==> config.mk <==
export PLATFORM = sky130hd
export DESIGN_NAME = multicycle_control
export DESIGN_NICKNAME = d
export VERILOG_FILES = /design/src/rtl/mips_ctrl_defs.sv /design/src/rtl/ctrl_decode_rom.sv /design/src/rtl/multicycle_control.sv
export SDC_FILE = /design/constraint.sdc
export NUM_CORES = 1
export LEC_CHECK = 0
export ABC_CLOCK_PERIOD_IN_PS = 5900
export CAP_MARGIN = 20
export CORE_ASPECT_RATIO = 0.75
export CORE_MARGIN = 4
export CORE_UTILIZATION = 52
export DETAILED_ROUTE_END_ITERATION = 10
export GPL_TIMING_DRIVEN = 0
export PLACE_DENSITY = 0.85
export SLEW_MARGIN = 20
export SYNTH_ARGS = -nofsm -noshare
export SYNTH_HDL_FRONTEND = slang
export SYNTH_HIERARCHICAL = 1
export SYNTH_SLANG_ARGS = --single-unit
==> constraint.sdc <==
create_clock -name clk -period 5.9 [get_ports clk]
set_input_delay 1.18 -clock clk [delete_from_list [all_inputs] [get_ports clk]]
set_output_delay 1.18 -clock clk [all_outputs]
set_load 0.01 [all_outputs]
==> src/rtl/mips_ctrl_defs.sv <==
// Shared encodings for the multi-cycle MIPS main control.
// Pure definitions: no logic, no latency.
// Not applicable: carries no handshake.
package mips_ctrl_defs;

    // State codes are visible on the debug port, so values are fixed.
    typedef enum logic [3:0] {
        S_FETCH     = 4'd0,
        S_DECODE    = 4'd1,
        S_MEM_ADDR  = 4'd2,
        S_MEM_READ  = 4'd3,
        S_MEM_WB    = 4'd4,
        S_MEM_WRITE = 4'd5,
        S_EXECUTE   = 4'd6,
        S_R_WB      = 4'd7,
        S_BRANCH    = 4'd8,
        S_JUMP      = 4'd9,
        S_ADDI_EXEC = 4'd10,
        S_ADDI_WB   = 4'd11
    } state_t;

    localparam logic [5:0] OP_RTYPE = 6'b000000;
    localparam logic [5:0] OP_LW    = 6'b100011;
    localparam logic [5:0] OP_SW    = 6'b101011;
    localparam logic [5:0] OP_BEQ   = 6'b000100;
    localparam logic [5:0] OP_J     = 6'b000010;
    localparam logic [5:0] OP_ADDI  = 6'b001000;

    localparam logic [1:0] ALU_ADD   = 2'b00;
    localparam logic [1:0] ALU_SUB   = 2'b01;
    localparam logic [1:0] ALU_FUNCT = 2'b10;

    localparam logic [1:0] SRCB_B       = 2'b00;
    localparam logic [1:0] SRCB_FOUR    = 2'b01;
    localparam logic [1:0] SRCB_IMM     = 2'b10;
    localparam logic [1:0] SRCB_IMM_SH2 = 2'b11;

    localparam logic [1:0] PCSRC_ALU    = 2'b00;
    localparam logic [1:0] PCSRC_ALUOUT = 2'b01;
    localparam logic [1:0] PCSRC_JUMP   = 2'b10;

    // Full datapath strobe vector driven by the controller.
    typedef struct packed {
        logic       pc_write;
        logic       pc_write_cond;
        logic [1:0] pc_source;
        logic       i_or_d;
        logic       mem_read;
        logic       mem_write;
        logic       ir_write;
        logic       mem_to_reg;
        logic       reg_dst;
        logic       reg_write;
        logic       alu_src_a;
        logic [1:0] alu_src_b;
        logic [1:0] alu_op;
    } ctrl_t;

endpackage

==> src/rtl/ctrl_decode_rom.sv <==
// Maps the current state to its Moore strobe vector.
// Combinational, zero latency.
// No handshake; FETCH strobes gated by mem_ready are added by the caller.
module ctrl_decode_rom
    import mips_ctrl_defs::*;
(
    input  logic [3:0] state_i,
    output ctrl_t      ctrl_o
);

    // One entry per state; unused codes fall through to all-zero.
    always_comb begin
        ctrl_o = '0;
        case (state_i)
            S_FETCH: begin
                ctrl_o.mem_read  = 1'b1;
                ctrl_o.alu_src_b = SRCB_FOUR;
                ctrl_o.alu_op    = ALU_ADD;
            end
            S_DECODE: begin
                ctrl_o.alu_src_b = SRCB_IMM_SH2;
                ctrl_o.alu_op    = ALU_ADD;
            end
            S_MEM_ADDR, S_ADDI_EXEC: begin
                ctrl_o.alu_src_a = 1'b1;
                ctrl_o.alu_src_b = SRCB_IMM;
                ctrl_o.alu_op    = ALU_ADD;
            end
            S_MEM_READ: begin
                ctrl_o.mem_read = 1'b1;
                ctrl_o.i_or_d   = 1'b1;
            end
            S_MEM_WB: begin
                ctrl_o.reg_write  = 1'b1;
                ctrl_o.mem_to_reg = 1'b1;
            end
            S_MEM_WRITE: begin
                ctrl_o.mem_write = 1'b1;
                ctrl_o.i_or_d    = 1'b1;
            end
            S_EXECUTE: begin
                ctrl_o.alu_src_a = 1'b1;
                ctrl_o.alu_src_b = SRCB_B;
                ctrl_o.alu_op    = ALU_FUNCT;
            end
            S_R_WB: begin
                ctrl_o.reg_write = 1'b1;
                ctrl_o.reg_dst   = 1'b1;
            end
            S_BRANCH: begin
                ctrl_o.alu_src_a     = 1'b1;
                ctrl_o.alu_src_b     = SRCB_B;
                ctrl_o.alu_op        = ALU_SUB;
                ctrl_o.pc_write_cond = 1'b1;
                ctrl_o.pc_source     = PCSRC_ALUOUT;
            end
            S_JUMP: begin
                ctrl_o.pc_write  = 1'b1;
                ctrl_o.pc_source = PCSRC_JUMP;
            end
            S_ADDI_WB: begin
                ctrl_o.reg_write = 1'b1;
            end
            default: ctrl_o = '0;
        endcase
    end

endmodule

==> src/rtl/multicycle_control.sv <==
// Main control FSM for the multi-cycle MIPS datapath, plus retire counter and sticky illegal flag.
// Moore strobes, 3-5 cycles per instruction with memory always ready.
// Stalls in FETCH/MEM_READ/MEM_WRITE while mem_ready is low; mem_ready ignored elsewhere.
module multicycle_control
    import mips_ctrl_defs::*;
#(
    parameter int CNT_WIDTH = 32,
    parameter bit ADDI_EN   = 1'b1
) (
    input  logic                 clk,
    input  logic                 reset,
    input  logic [5:0]           opcode,
    input  logic                 mem_ready,
    output logic                 pc_write,
    output logic                 pc_write_cond,
    output logic [1:0]           pc_source,
    output logic                 i_or_d,
    output logic                 mem_read,
    output logic                 mem_write,
    output logic                 ir_write,
    output logic                 mem_to_reg,
    output logic                 reg_dst,
    output logic                 reg_write,
    output logic                 alu_src_a,
    output logic [1:0]           alu_src_b,
    output logic [1:0]           alu_op,
    output logic [3:0]           state,
    output logic                 illegal_op,
    output logic [CNT_WIDTH-1:0] retired
);

    state_t                state_q, state_d;
    logic                  illegal_q;
    logic [CNT_WIDTH-1:0]  retired_q;
    logic                  retire;
    logic                  illegal_set;
    ctrl_t                 rom_ctrl;
    ctrl_t                 ctrl;

    ctrl_decode_rom u_rom (
        .state_i (state_q),
        .ctrl_o  (rom_ctrl)
    );

    // Next-state selection and end-of-instruction / illegal-opcode events.
    always_comb begin
        state_d     = S_FETCH;
        retire      = 1'b0;
        illegal_set = 1'b0;
        case (state_q)
            S_FETCH:    state_d = mem_ready ? S_DECODE : S_FETCH;
            S_DECODE: begin
                case (opcode)
                    OP_RTYPE:     state_d = S_EXECUTE;
                    OP_LW, OP_SW: state_d = S_MEM_ADDR;
                    OP_BEQ:       state_d = S_BRANCH;
                    OP_J:         state_d = S_JUMP;
                    OP_ADDI: begin
                        if (ADDI_EN) state_d = S_ADDI_EXEC;
                        else         illegal_set = 1'b1;
                    end
                    default:      illegal_set = 1'b1;
                endcase
            end
            // Only lw/sw reach here, so anything not lw is a store.
            S_MEM_ADDR: state_d = (opcode == OP_LW) ? S_MEM_READ : S_MEM_WRITE;
            S_MEM_READ: state_d = mem_ready ? S_MEM_WB : S_MEM_READ;
            S_MEM_WRITE: begin
                if (mem_ready) retire  = 1'b1;
                else           state_d = S_MEM_WRITE;
            end
            S_EXECUTE:   state_d = S_R_WB;
            S_ADDI_EXEC: state_d = S_ADDI_WB;
            S_MEM_WB, S_R_WB, S_BRANCH, S_JUMP, S_ADDI_WB: retire = 1'b1;
            default:     state_d = S_FETCH;
        endcase
    end

    // State, sticky flag and free-running (wrapping) retire counter.
    always_ff @(posedge clk) begin
        if (reset) begin
            state_q   <= S_FETCH;
            illegal_q <= 1'b0;
            retired_q <= '0;
        end else begin
            state_q <= state_d;
            if (illegal_set) illegal_q <= 1'b1;
            if (retire)      retired_q <= retired_q + CNT_WIDTH'(1);
        end
    end

    // FETCH loads IR and bumps PC only in the cycle memory delivers; reset silences everything.
    always_comb begin
        ctrl = rom_ctrl;
        if (state_q == S_FETCH && mem_ready) begin
            ctrl.ir_write  = 1'b1;
            ctrl.pc_write  = 1'b1;
            ctrl.pc_source = PCSRC_ALU;
        end
        if (reset) ctrl = '0;
    end

    assign pc_write      = ctrl.pc_write;
    assign pc_write_cond = ctrl.pc_write_cond;
    assign pc_source     = ctrl.pc_source;
    assign i_or_d        = ctrl.i_or_d;
    assign mem_read      = ctrl.mem_read;
    assign mem_write     = ctrl.mem_write;
    assign ir_write      = ctrl.ir_write;
    assign mem_to_reg    = ctrl.mem_to_reg;
    assign reg_dst       = ctrl.reg_dst;
    assign reg_write     = ctrl.reg_write;
    assign alu_src_a     = ctrl.alu_src_a;
    assign alu_src_b     = ctrl.alu_src_b;
    assign alu_op        = ctrl.alu_op;
    assign state         = state_q;
    assign illegal_op    = illegal_q;
    assign retired       = retired_q;

endmodule

Word level (Yosys, flattened, before mapping):

Index checks and enable logic that the tools add are counted.
Widths: inputs -> output; s select.

* flip-flop bits (word level): 37
* bits of input ports: 9
* output and inout bits: 53

* reduce and logical (&&, ||, !) cells: 11
* muxes and demuxes: 25
* eq/ne operators: 16
* add/sub/neg operators: 1

Operators with widths (number)
* $pmux 4 s5: 2
* $add 32x1->32 const B: 1
* $pmux 4 s7: 1
* $eq 4x3->1 const B: 4
* $eq 4x4->1 const B: 4
* $mux 16: 1
* $mux 1: 15
* $eq 6x6->1 const B: 2
* $mux 3: 3
* $eq 4x2->1 const B: 2
* $reduce_or 2->1: 4
* $eq 6x2->1 const B: 1
* $eq 6x3->1 const B: 1
* $eq 6x4->1 const B: 1
* $logic_not 6->1: 1
* $reduce_or 6->1: 1
* $reduce_or 5->1: 1
* $eq 4x1->1 const B: 1
* $logic_not 4->1: 1
* $pmux 2 s2: 1
* $reduce_or 4->1: 1
* $reduce_or 3->1: 1
* $mux 2: 1
* $pmux 1 s2: 1
* $logic_and 1x1->1: 1

Longest topological paths before layout:

* depth after elaboration: 4
* mapped depth: 8

By module:

The synthesis kept the hierarchy.

Modules (own cells, without submodules)
* multicycle_control: cells an instance 259, area an instance 2047.0 µm², times used 1, sequential area each 740.7 µm²
* ctrl_decode_rom: cells an instance 28, area an instance 177.7 µm², times used 1, sequential area each 0.0 µm²

Worst setup path after synthesis:

No wires, ideal clock.

* kind: input-to-output
* start point: in mem_ready
* end point: out ir_write
* setup slack: 2.978 ns
* stages: 4
* data required time: 4.720 ns
* arrival time: 1.742 ns
* cell sequence: nand2b_1 -> nor3_1 -> nor2_1 -> nor2_1

* word-level cells in the longest chain between the ends: 3

RTL lines
* start, declared: RTL line multicycle_control.sv:13 `input logic mem_ready,`
* $logic_and 1x1->1: RTL line multicycle_control.sv:95 `if (state_q == S_FETCH && mem_ready) begin`
* $mux 1: RTL line multicycle_control.sv:95
* $mux 16: RTL line multicycle_control.sv:100 `if (reset) ctrl = '0;`
* end, declared: RTL line multicycle_control.sv:20 `output logic ir_write,`

Every way passes these cells.

Worst setup path after layout:

* start point: in mem_ready
* end point: out pc_write

* word-level cells in the longest chain between the ends: 3

RTL lines
* $logic_and 1x1->1: RTL line multicycle_control.sv:95
* $mux 1: RTL line multicycle_control.sv:95
* $mux 16: RTL line multicycle_control.sv:100
* end, declared: RTL line multicycle_control.sv:14 `output logic pc_write,`

Every way passes these cells.

==> impl_metrics.tcl <==
set metrics [dict create \
    relSlewSlack 0.6424 \
    grt_antenna_before_repair 0 \
    dieWidth_um 83.53 \
    floorplan.die_area_sq_mm 0.005399 \
    rsz0062_at_grt "false" \
    coreArea_sq_mm 0.004079 \
    synth-seq-area-share 0.3330 \
    result_of_the_run "finished clean" \
    cts-hold-fix-buffers 0 \
    holdPathStages 2 \
    power.density_cell_area_mw_per_mm2 164.4 \
    netlist_instances 287 \
    synth_warnings 6 \
    fin_total_pwr_uw 489.1 \
    cts_num_sinks 37 \
    r2r.worst_path.cells 7 \
    setup_fix_buffers_added_after_clock_tree_synthesis 0 \
    area.growth.synth_to_final_pct 33.75 \
    globalRouteTotalUtil 0.2113 \
    cap_viol_max_count 0 \
    worstSkewPairLatency_ns 0.29 \
    synth-main-ff-cell "dfxtp_1" \
    drt-vias-per-instance 5.605 \
    vdd_drop_max_mv 0.1533 \
    arrival_ns 2.95 \
    floorplan.die.height_um 64.65 \
    drt-total-wl_um 5507 \
    design.portCount 62 \
    gp_congestion 0.9007 \
    clkSlewWorstSetupHoldPaths_ns 0.07 \
    worstPathMaxFanout 6 \
    postCtsResizedCells 0 \
    worst_hold_path.endpoint "illegal_op" \
    post_synth_num_cell_types 50 \
    syn_area_per_cell_sq_um 7.751 \
    initial_utilization 0.5454 \
    postRouteAntennaNets 0 \
    drt-initial-drc-count 100 \
    remaining_drc_errors 0 \
    synth-edff-count 0 \
    diodes 0 \
    worstHoldPathType "register to register" \
    worst_r2r_endpoint "retired[30]" \
    worstReg2RegStart "state[2]" \
    grt_overflow 0 \
    timing.critical_path.to_type "output port" \
    place.detailed.hpwl_um 4029 \
    synth-seq-cells 37 \
    maxSlewViolCount 0 \
    share_of_layout_cells_above_drive_strength_1 0.09632 \
    layout.nets 362 \
    critical_path_class "input pin to output port" \
    synthesis.area_sq_mm 0.002225 \
    cts_max_path_buffers 2 \
    tritoncts.num_buffers 5 \
    layout_worst_path_cycle_share 0.7007 \
    h-tree-depth 2 \
    leakage_nw 0.9387 \
    wl_per_cell_um 13.50 \
    rows 20 \
    first_global_vias 2058 \
    postSynthNetCount 297 \
    ff2ff_setup_slack_ns 3.42 \
    final_hold_viol_count 0 \
    fin_tns_setup_ns 0 \
    crit_path_start "mem_ready" \
    synth_async_sr_flop_share 0 \
    total_number_of_vias 2287 \
    place_worst_setup_slack_ns 1.762 \
    worstMarginPinSlew_ns 0.5364 \
    max_clock_freq_ghz 0.2419 \
    layout_setup_ws_ns 1.766 \
    grt_max_degree 14 \
    drtPass1Iterations 5 \
    timing.final.crit_period_ns 4.134 \
    io_buffers 58 \
    grt_first_pass_wirelength_um 9446 \
    holdCritStartpoint "illegal_op" \
    clock_tree.root_cell "clkbuf_8" \
    startpoint_type "input pin" \
    timing.clock.skew_ns 0.004364 \
    cp.required_ns 4.72 \
    cts_tree "built" \
    setup_viol_count_final 0 \
]
kinds of logic (layout without fill, tap and decap cells):
group                      Yosys count  in the layout  share of synthesized area
buffers and inverters               28             94                    0.06749
other                                1              1                   0.001686
AOI/OAI and AO/OA                   46             46                     0.1226
and+or+nand+nor                    151            151                     0.3780
DFF                                 37             37                     0.3330
muxes                                1              1                   0.005062
adders and majority gates            1              1                   0.005623
xor gates and xnor gates            22             22                    0.08661
registers in the layout, indices dropped and copies added (netlist names):
name        flops
illegal_op      1
retired        32
state           4
cell usage after synthesis (9+ instances only):
cell     instances  share of area
a21oi_1         18          0.040
dfxtp_1         37           0.33
nand2_1         18          0.030
nand3_1          9          0.020
nor2_1          32          0.054
nor2b_1         13          0.037
nor3_1          17          0.038
o21ai_0         16          0.036
or3_1           15          0.042
xnor2_1         17          0.067
cell type report:
class,instances,area (sq um)
Multi-Input combinational cell,222,1334
Fill cell,341,1104
Inverter,7,26.28
Tap cell,55,68.82
Sequential cell,37,740.7
Timing Repair Buffer,58,580.6
Buffer,21,123.9
Clock buffer,7,96.34
Clock inverter,1,5.005
how the worst max path moves through the flow:
| stage | to | cells after the start |
|---|---|---|
| after floorplan | ir_write | 4 |
| after global placement | pc_write | 6 |
| after detailed placement | pc_write | 6 |
| after CTS | pc_write | 6 |
| after global routing | pc_write | 6 |
| final | pc_write | 6 |
report_power, final:
group / total, mW / switching [mW] / internal, mW
logic: 0.0423 / 0.0228 / 0.0195
registers: 0.252 / 0.00134 / 0.251
clock network: 0.195 / 0.0892 / 0.106
cell usage in the layout (no fill, tap or decap), drive strengths merged, types with 2 or more instances in the layout:
| cell | instances |
|---|---|
| xnor2 | 17 |
| a21oi | 19 |
| nand2b | 7 |
| dfxtp | 37 |
| clkdlybuf4s50 | 58 |
| inv | 7 |
| and3 | 2 |
| o22ai | 2 |
| nand2 | 18 |
| xor2 | 5 |
| and4 | 4 |
| nor3 | 17 |
| nor2b | 13 |
| clkbuf | 14 |
| nor3b | 5 |
| nand3 | 10 |
| or4 | 3 |
| or3 | 18 |
| nand4 | 7 |
| nor2 | 32 |
| o21ai | 16 |
| buf | 14 |
| nor4 | 7 |
layer usage:
metal / track usage / vias to the layer above / wire, um
met3: 0.04956 / 7 / 366
met4: 0.05622 / 0 / 51
met5: 0 / - / 0
li1: - / 1138 / -
met2: 0.3370 / 77 / 2453
met1: 0.2894 / 1065 / 2636
critical path, cell delays in order:
cell	delay (ns)
clkdlybuf4s50_1	0.56
nand2b_1	0.10
nor3_1	0.38
nor2_1	0.07
nor2_1	0.11
clkdlybuf4s50_1	0.55
stage by stage:
stage / util / hold WS [ns] / instance area, sq um / instances
after global placement: 0.7046 / 0.4569 / 2874 / 400
after CTS: 0.7294 / 0.4929 / 2975 / 408
final: 0.7294 / 0.4806 / 2975 / 408
after detailed placement: 0.7046 / 0.4652 / 2874 / 400
after floorplan: - / 0.5021 / 2225 / 287
after global routing: 0.7294 / 0.5215 / 2975 / 408
(Power assumes the default switching activity.)
